`src/rtl/serial_parity_tx_pkg.sv`:
```
// Shared definitions for the serial parity transmitter: state encoding,
// frame constants and the serial parity step.
package serial_tx_pkg;

  typedef enum logic [2:0] {
    IDLE   = 3'd0,
    START  = 3'd1,
    DATA   = 3'd2,
    PARITY = 3'd3,
    STOP   = 3'd4
  } state_t;

  localparam int   FRAME_OVH = 3;
  localparam logic IDLE_LVL  = 1'b1;

  // One step of the serial XOR parity accumulation.
  function automatic logic parity_step(input logic acc, input logic bit_in);
    return acc ^ bit_in;
  endfunction

endpackage

```
`src/rtl/serial_parity_tx_bit_timer.sv`:
```
// Bit-period timer: counts 0..BAUD_DIV-1 and flags the last cycle of each
// serial bit period.
module bit_timer #(
  parameter int BAUD_DIV = 1
) (
  input  logic CLK,
  input  logic RST,
  input  logic clr,
  output logic tick
);

  localparam int CW = (BAUD_DIV > 1) ? $clog2(BAUD_DIV) : 1;
  localparam logic [CW-1:0] LAST = CW'(BAUD_DIV - 1);

  logic [CW-1:0] cnt;

  // Free-running wrap counter, held at zero while cleared.
  always_ff @(posedge CLK or posedge RST) begin
    if (RST) begin
      cnt <= '0;
    end else if (clr || (cnt == LAST)) begin
      cnt <= '0;
    end else begin
      cnt <= cnt + CW'(1);
    end
  end

  assign tick = (cnt == LAST);

endmodule

```
`src/rtl/serial_parity_tx.sv`:
```
// Bit-serial framed transmitter: start bit, WIDTH data bits LSB first,
// serially accumulated parity bit, stop bit. SEL steers the downstream mux.
module serial_parity_tx
  import serial_tx_pkg::*;
#(
  parameter int WIDTH      = 8,
  parameter int BAUD_DIV   = 1,
  parameter bit PARITY_ODD = 1'b0
) (
  input  logic             CLK,
  input  logic             RST,
  input  logic [WIDTH-1:0] DIN,
  input  logic             LOAD_VALID,
  output logic             LOAD_READY,
  output logic             SEL,
  output logic             BIT_OUT,
  output logic             BUSY,
  output logic             DONE
);

  localparam int CNT_W = $clog2(WIDTH + 1);
  localparam logic [CNT_W-1:0] LAST_BIT = CNT_W'(WIDTH - 1);

  state_t           state;
  logic [WIDTH-1:0] shift_reg;
  logic [WIDTH-1:0] shift_next;
  logic             acc;
  logic [CNT_W-1:0] bit_cnt;
  logic             tick;
  logic             timer_clr;

  assign shift_next = shift_reg >> 1;
  // The timer is parked in IDLE so every frame starts on a fresh bit period.
  assign timer_clr  = (state == IDLE);

  bit_timer #(
    .BAUD_DIV(BAUD_DIV)
  ) u_bit_timer (
    .CLK (CLK),
    .RST (RST),
    .clr (timer_clr),
    .tick(tick)
  );

  // Frame sequencer with registered line outputs; each output is set one
  // edge ahead of the bit it represents.
  always_ff @(posedge CLK or posedge RST) begin
    if (RST) begin
      state      <= IDLE;
      shift_reg  <= '0;
      acc        <= 1'b0;
      bit_cnt    <= '0;
      LOAD_READY <= 1'b0;
      SEL        <= 1'b0;
      BIT_OUT    <= IDLE_LVL;
      BUSY       <= 1'b0;
      DONE       <= 1'b0;
    end else begin
      DONE <= 1'b0;
      case (state)
        IDLE: begin
          if (LOAD_VALID && LOAD_READY) begin
            shift_reg  <= DIN;
            acc        <= PARITY_ODD;
            bit_cnt    <= '0;
            state      <= START;
            LOAD_READY <= 1'b0;
            SEL        <= 1'b1;
            BUSY       <= 1'b1;
            BIT_OUT    <= 1'b0;
          end else begin
            LOAD_READY <= 1'b1;
            SEL        <= 1'b0;
            BUSY       <= 1'b0;
            BIT_OUT    <= IDLE_LVL;
          end
        end
        START: begin
          if (tick) begin
            state   <= DATA;
            BIT_OUT <= shift_reg[0];
          end
        end
        DATA: begin
          if (tick) begin
            acc       <= parity_step(acc, shift_reg[0]);
            shift_reg <= shift_next;
            bit_cnt   <= bit_cnt + CNT_W'(1);
            if (bit_cnt == LAST_BIT) begin
              state   <= PARITY;
              BIT_OUT <= parity_step(acc, shift_reg[0]);
            end else begin
              BIT_OUT <= shift_next[0];
            end
          end
        end
        PARITY: begin
          if (tick) begin
            state   <= STOP;
            BIT_OUT <= 1'b1;
          end
        end
        STOP: begin
          if (tick) begin
            state      <= IDLE;
            DONE       <= 1'b1;
            LOAD_READY <= 1'b1;
            SEL        <= 1'b0;
            BUSY       <= 1'b0;
            BIT_OUT    <= IDLE_LVL;
          end
        end
        default: begin
          state      <= IDLE;
          LOAD_READY <= 1'b0;
          SEL        <= 1'b0;
          BUSY       <= 1'b0;
          BIT_OUT    <= IDLE_LVL;
        end
      endcase
    end
  end

endmodule

```
`config.mk`:
```
export PLATFORM = sky130hd
export DESIGN_NAME = serial_parity_tx
export DESIGN_NICKNAME = d
export VERILOG_FILES = /design/src/rtl/serial_parity_tx_pkg.sv /design/src/rtl/serial_parity_tx_bit_timer.sv /design/src/rtl/serial_parity_tx.sv
export SDC_FILE = /design/constraint.sdc
export NUM_CORES = 1
export LEC_CHECK = 0
export CAP_MARGIN = 15
export CORE_ASPECT_RATIO = 1.25
export CORE_MARGIN = 1.5
export CORE_UTILIZATION = 47
export DETAILED_ROUTE_END_ITERATION = 7
export PLACE_DENSITY = 0.84
export SYNTH_ARGS = -nofsm -noshare
export SYNTH_HDL_FRONTEND = slang
export SYNTH_SLANG_ARGS = --single-unit
export TNS_END_PERCENT = 100
```
`constraint.sdc`:
```
create_clock -name CLK -period 1.3 [get_ports CLK]
set_input_delay 0.26 -clock CLK [delete_from_list [all_inputs] [get_ports CLK]]
set_output_delay 0.26 -clock CLK [all_outputs]
set_load 0.005 [all_outputs]
```
## Word-level counts from Yosys, hierarchy flattened

Index checks and enable logic that the tools add are counted.

- Bits in registers: 21
- Input bits: 11
- Output and inout bits: 5
- Word-level logic and storage cells: 65

- Add/sub/neg operators: 2
- Eq/ne operators: 12
- Mux-type cells: 29
- Bitwise gates (word level): 3
- Reduce and logical (&&, ||, !) cells: 10

Operator list:

| operator | count |
|---|---|
| 3-bit two-way mux | 6 |
| 8-bit two-way mux | 2 |
| 8-bit one-hot mux with 2 select lines | 1 |
| 3-bit one-hot mux with 5 select lines | 1 |
| 2-bit inequality test, second input constant | 7 |
| 1-bit two-way mux | 12 |
| 4-bit two-way mux | 2 |
| 4-bit one-hot mux with 2 select lines | 1 |
| 3-bit by 2-bit == test with 1-bit output, second input constant | 2 |
| 1-bit one-hot mux with 3 select lines | 2 |
| 3-bit AND reduction | 2 |
| 6-bit AND reduction | 1 |
| 4-bit by 1-bit adder with 4-bit output, second input constant | 1 |
| 4-bit by 3-bit == test with 1-bit output, second input constant | 1 |
| 1-bit one-hot mux with 4 select lines | 1 |
| 3-bit by 1-bit == test with 1-bit output, second input constant | 1 |
| 3-bit == test, second input constant | 1 |
| 3-bit logical NOT | 1 |
| 3-bit OR reduction | 1 |
| 1-bit inverter | 2 |
| 1-bit one-hot mux with 2 select lines | 1 |
| 2-bit AND reduction | 1 |
| 2-bit nonzero test | 1 |
| 2-bit OR reduction | 1 |
| other kinds (4) | 4 |

## Depth between registers and ports, before layout

- Depth after elaboration: 4
- Gate-level depth with buffers: 6

## Hierarchy

From an unflattened synthesis, not the netlist that was laid out.

- Cells, all modules: 108
- Area total of the unflattened synthesis: 1086.0 sq um

Modules (own cells, without submodules):

| module | times used | cells each | area each (sq um) | seq. area each (sq um) |
|---|---|---|---|---|
| serial_parity_tx | 1 | 104 | 1049.8 | 501.7 |
| bit_timer | 1 | 4 | 36.3 | 25.0 |

## Least setup slack after synthesis

No wires, ideal clock.

- Kind: reg2reg
- Start: register bit_cnt[0]
- End: register BIT_OUT
- Arrival: 1164 ps
- Required time: 1214 ps
- Setup slack: 50 ps
- Cell stages (with the launch flop): 6
- Clock period less this slack: 1250 ps
- Path through: dfrtp_1 ha_1 nand3b_1 mux2_2 nand4_1 nand3_1

- Cells in the longest elaborated chain, start to end: 4

RTL lines:

| what | RTL line | text |
|---|---|---|
| from (decl) | serial_parity_tx.sv:28 | `logic [CNT_W-1:0] bit_cnt;` |
| from (signal assigned) | serial_parity_tx.sv:88 | `bit_cnt <= bit_cnt + CNT_W'(1);` |
| 4-bit by 3-bit == test with 1-bit output | serial_parity_tx.sv:89 | `if (bit_cnt == LAST_BIT) begin` |
| 1-bit two-way mux | serial_parity_tx.sv:89 |  |
| 1-bit two-way mux | serial_parity_tx.sv:85 | `if (tick) begin` |
| 1-bit one-hot mux with 4 select lines | serial_parity_tx.sv:60 | `case (state)` |
| to (signal assigned) | serial_parity_tx.sv:81 | `BIT_OUT <= shift_reg[0];` |
| to (signal assigned) | serial_parity_tx.sv:91 | `BIT_OUT <= parity_step(acc, shift_reg[0]);` |
| to (signal assigned) | serial_parity_tx.sv:93 | `BIT_OUT <= shift_next[0];` |
| to (decl) | serial_parity_tx.sv:16 | `output logic BIT_OUT,` |

Every way passes these cells. The select of a mux whose other input is x is not followed.
A chain may end at the register's enable or synchronous reset.

## Final worst setup path

- Start: register state[0]
- End: register shift_reg[3]

- Cells in the longest elaborated chain, start to end: 3

RTL lines:

| what | RTL line | text |
|---|---|---|
| from (decl) | serial_parity_tx.sv:24 | `state_t state;` |
| from (signal assigned) | serial_parity_tx.sv:49 | `state <= IDLE;` |
| from (signal assigned) | serial_parity_tx.sv:66 | `state <= START;` |
| from (signal assigned) | serial_parity_tx.sv:80 | `state <= DATA;` |
| 3-bit by 2-bit == test with 1-bit output / 3-bit logical NOT (equally long branches) | serial_parity_tx.sv:60 |  |
| 2-bit inequality test (no line) / 2-bit nonzero test (equally long branches) | -- |  |
| 3-bit AND reduction (no line) | -- |  |
| to (signal assigned) | serial_parity_tx.sv:87 | `shift_reg <= shift_next;` |
| to (decl) | serial_parity_tx.sv:25 | `logic [WIDTH-1:0] shift_reg;` |

Several ways; a longest one is shown, not always the timed one.

==> flow_results.org <==
** Status
- Run status :: finished, violations left
- The final reports fail on negative setup slack.

** Layout
- Cells with a size suffix above 1 make up around 39% of the layout.
- # diodes :: 0
- Relative to the synthesized area, the layout overhead comes to 35.8%.
- Total Nets Final :: 155
- Once layout is done, the placed cells without fillers occupy 1540 sq um.
- Excluding fillers, the count of instances in the completed layout stands at between 150 and 200.
- The register with the most flip-flops in the layout has 8 of them.

** Synth
- Count of unique library cells instantiated by Yosys :: 36
- The synthesized design devotes to its leading area cell type 44.2% of total area.
- Counting every net in the synthesized netlist gives approximately 120.
- Synthesis inferred 21 register bits.
- Top cells by area in the synthesized netlist :: dfrtp_1, mux2i_1, o21ai_1
- Fraction of the mapped netlist area in compound gates :: 13.8%
- Number of cells produced by synthesis :: 110
- Simple-Gate Fraction of Synth Area :: 20.2%
- Synthesized-area fraction occupied by adder cells :: 1.11%
- Summing every instance area after synthesis gives 1130 sq um.
- By area, the combinational part of the netlist is dominated by simple AND/OR/NAND/NOR gates.
- Top cell type by total area after synthesis :: dfrtp_1
- Part of the Yosys area used for sequential elements :: between 40% and 50%
- Post-synthesis mux area share :: 8.19%
- Share of the synthesized netlist area taken by xor and xnor gates :: between 3 and 4%
- Mean Syn Cell Area :: 10.3 sq um
- During synthesis, Yosys emitted a total of 0 warnings.

** Setup path
- Together, buffers and inverters on the worst path number 1.
- Endpoint type of the worst setup path :: flip-flop
- The slowest stage of the critical path belongs to the cell dfrtp_2.
- List of cells traversed by the critical path :: nor3b_2 > buf_2 > mux2i_1 > o21ai_2
- Crit path DAT :: around 1.6 ns
- CP top delay family :: flip-flops
- Delay of the slowest cell on the worst path :: 0.48 ns
- Data required time at the worst endpoint :: about 1.5 ns
- STA classifies the critical path startpoint as a flip-flop.
- The worst setup path is of the reg -> reg kind.
- Slack of the worst reg-to-reg path :: -0.07 ns
- Along the worst path, the maximum fanout reaches 7.

** Drt
- Total routed wirelength :: 2.46 mm
- Routed len/inst :: 14.2 um
- The detail route stage leaves a number of antenna-violating nets equal to 0.
- The detailed router placed between 900 and 1000 vias in this run.
- Per-cell via count in the routed design :: 5.33
- Number of iterations in the first detailed-routing pass :: 4
- In the routed design, unresolved DRC markers number 0.
- The first routing iteration left 7 violations.

** Clock tree
- The clock passes through at most 2 buffers.
- H-tree level count :: 1
- TritonCTS built the clock tree.
- Clock latency reported for the late side of the worst-skew pair :: 0.31 ns
- Cell at the root of the clock tree :: clkbuf_4
- The number of hold buffers added after CTS was 0.
- Number of clock sinks :: 21
- In this run, CTS created clock tree buffers numbering 3.
- Clock-pin transition on the worst setup and hold timing paths :: ~0.13 ns

** Placed design
- Hpwl dp :: 1.57 mm
- Summing all placed instances gives a cell area of 1340 sq um.
- The congestion estimate from routability-driven global placement came to approximately 0.81.
- OpenSTA, run right after detailed placement, puts the worst setup slack at -0.278 ns.
- Port bufs :: 15
- Number of instances in the placed design :: 160

** Global routing
- The number of global-route vias before repair was around 900.
- In the global route stage, overall resource usage came out at 18.8%.
- Pin count of the biggest net entering global routing :: 22
- The first global-routing pass estimated roughly 3.7 mm of wire.
- The number of antenna violations at the first check in global routing came to 0.
- Total congestion overflow :: 0

** STA
- Setup repair after global routing missed its margin :: true
- The max-slew violation total from the final report was 0.
- Post-Route Setup TNS :: -0.199 ns
- Setup violations remaining at the end of the flow were counted as 9.
- In the post-route analysis, the smallest setup slack over all paths is -0.0654 ns.
- Final critical-path required period :: about 1.4 ns
- Count of final hold-check violations :: 0
- Layout Skew :: around 0.013 ns
- Dividing the final minimum period by the clock period gives 105%.
- F_max :: ~730 MHz

** Floorplanning
- # rows :: 19
- Number of top-level design ports :: 16
- The total area inside the core boundary comes to approximately 2200 sq um.
- The initial utilization of the core area, before any placement, comes to 50.6%.
- The die is 57.8 um tall.
- Die X :: approximately 47 um
- The die covers 2710 sq um.

** Flow run
- Max Cap Violations :: 0

** Power and ir drop
- LEAKAGE :: between 0.6 and 0.7 nW
- IR analysis of the VDD net gives a maximum drop of 0.00135 V.
- For this design the ratio of total power to cell area is 2200 nW/um^2.

** Min path
- Worst hold path type :: in -> async
## worst paths after layout
check,startpoint,endpoint,depth (start not counted)
min,RST,shift_reg[7],3
max,state[0],shift_reg[3],4
max reg2reg,state[0],shift_reg[3],4
min in group CLK,shift_reg[6],shift_reg[6],2
max in group asynchronous,RST,BIT_OUT,3
min reg2reg,shift_reg[6],shift_reg[6],2
## through the flow
stage | utilization (%) | total power, mW | hold WS, ns
final | 68.8 | 3.38 | 0.267
after CTS | 63.9 | 3.03 | 0.274
after floorplan | - | 2.21 | 0.236
after detailed placement | 60.1 | 2.58 | 0.483
after global placement | 60.1 | 2.52 | 0.469
after global routing | 68.8 | 3.60 | 0.291
## report_power, final
group          leakage, nW  total [mW]  internal, mW  switching, mW
sequential           0.263        1.18         0.925          0.258
combinational        0.413        1.88          1.00          0.874
clock               0.0177       0.322         0.115          0.207
## worst reg2reg max path: stages, from the launching register on
cell,delay [ns]
dfrtp_2,0.48
nor3b_2,0.25
buf_2,0.20
mux2i_1,0.27
o21ai_2,0.07
## cells in the final DEF (no fill, tap or decap), types with 2 or more instances in the layout
cell type        instances
nand3b_1                 2
buf_2                    2
inv_1                    2
nand2b_1                 3
dlygate4sd2_1            3
dfrtp_1                 18
clkdlybuf4s50_1         10
nand2_4                  2
mux2i_1                  4
nand4_1                  2
o21ai_1                  3
o21ai_2                  7
a21oi_1                  2
nor3_1                   4
nor3b_1                  2
xor2_1                   3
dfrtp_2                  2
clkbuf_4                 3
o211ai_1                 2
mux2i_2                  3
nor2_1                   7
buf_4                   17
a22o_1                   4
nand2_2                  4
nand2_1                  5
## per-layer routing
layer	GRT usage, %	vias to the layer above	part of all wire [%]
met5	0	-	0
met4	7.14	0	1.3
met3	2.80	6	3.5
met2	31.9	19	51
met1	23.4	448	44
li1	-	449	-
## cell type report
type | instances | area [sq um]
fill | 176 | 698
sequential | 21 | 529
multi-input combinational | 79 | 608
clock inverter | 1 | 5.00
inverter | 2 | 7.51
tap | 31 | 38.8
timing repair buffer | 36 | 325
clock buffer | 3 | 22.5
## synthesized netlist by cell type
cell type and n:
nand2b_1 3, buf_6 4, nor3_4 1, o21ai_1 9
nor3b_2 1, inv_1 2, o21ai_0 2, o311a_1 1
and3b_1 1, o22ai_1 1, nand3b_1 2, and2b_1 2
xnor2_1 1, o32ai_1 1, a22o_1 4, buf_4 1
a21oi_1 2, mux2i_1 7, nor3_1 4, ha_1 1
o211ai_1 2, nand2_1 11, o21ai_4 1, xor2_1 3
nand4_1 2, nor2_2 1, dfstp_2 1, nand3_1 1
or2_1 1, dfrtp_1 20, nor2_1 8, nor3b_1 2
mux2_2 2, and3_1 1, conb_1 1, buf_2 3
## logic make-up (layout without fill, tap and decap cells)
kind of cell / count (synthesis) / in the layout
AOI/OAI and AO/OA: 23 / 23
xor gates and xnor gates: 4 / 4
adders and majority gates: 1 / 1
buffers and inverters: 10 / 42
DFF: 21 / 21
muxes: 9 / 9
other: 1 / 1
and+or+nand+nor: 41 / 41
## what timing repair did
action / in CTS / in global routing
pin swaps: 2 / 9
gates cloned: 0 / 2
endpoints found under the hold margin: 0 / 0
buffers inserted: 6 / 3
gates resized for setup: 15 / 23
setup endpoints to repair: 15 / 15
No activity file was read; power rests on OpenSTA's default activity.
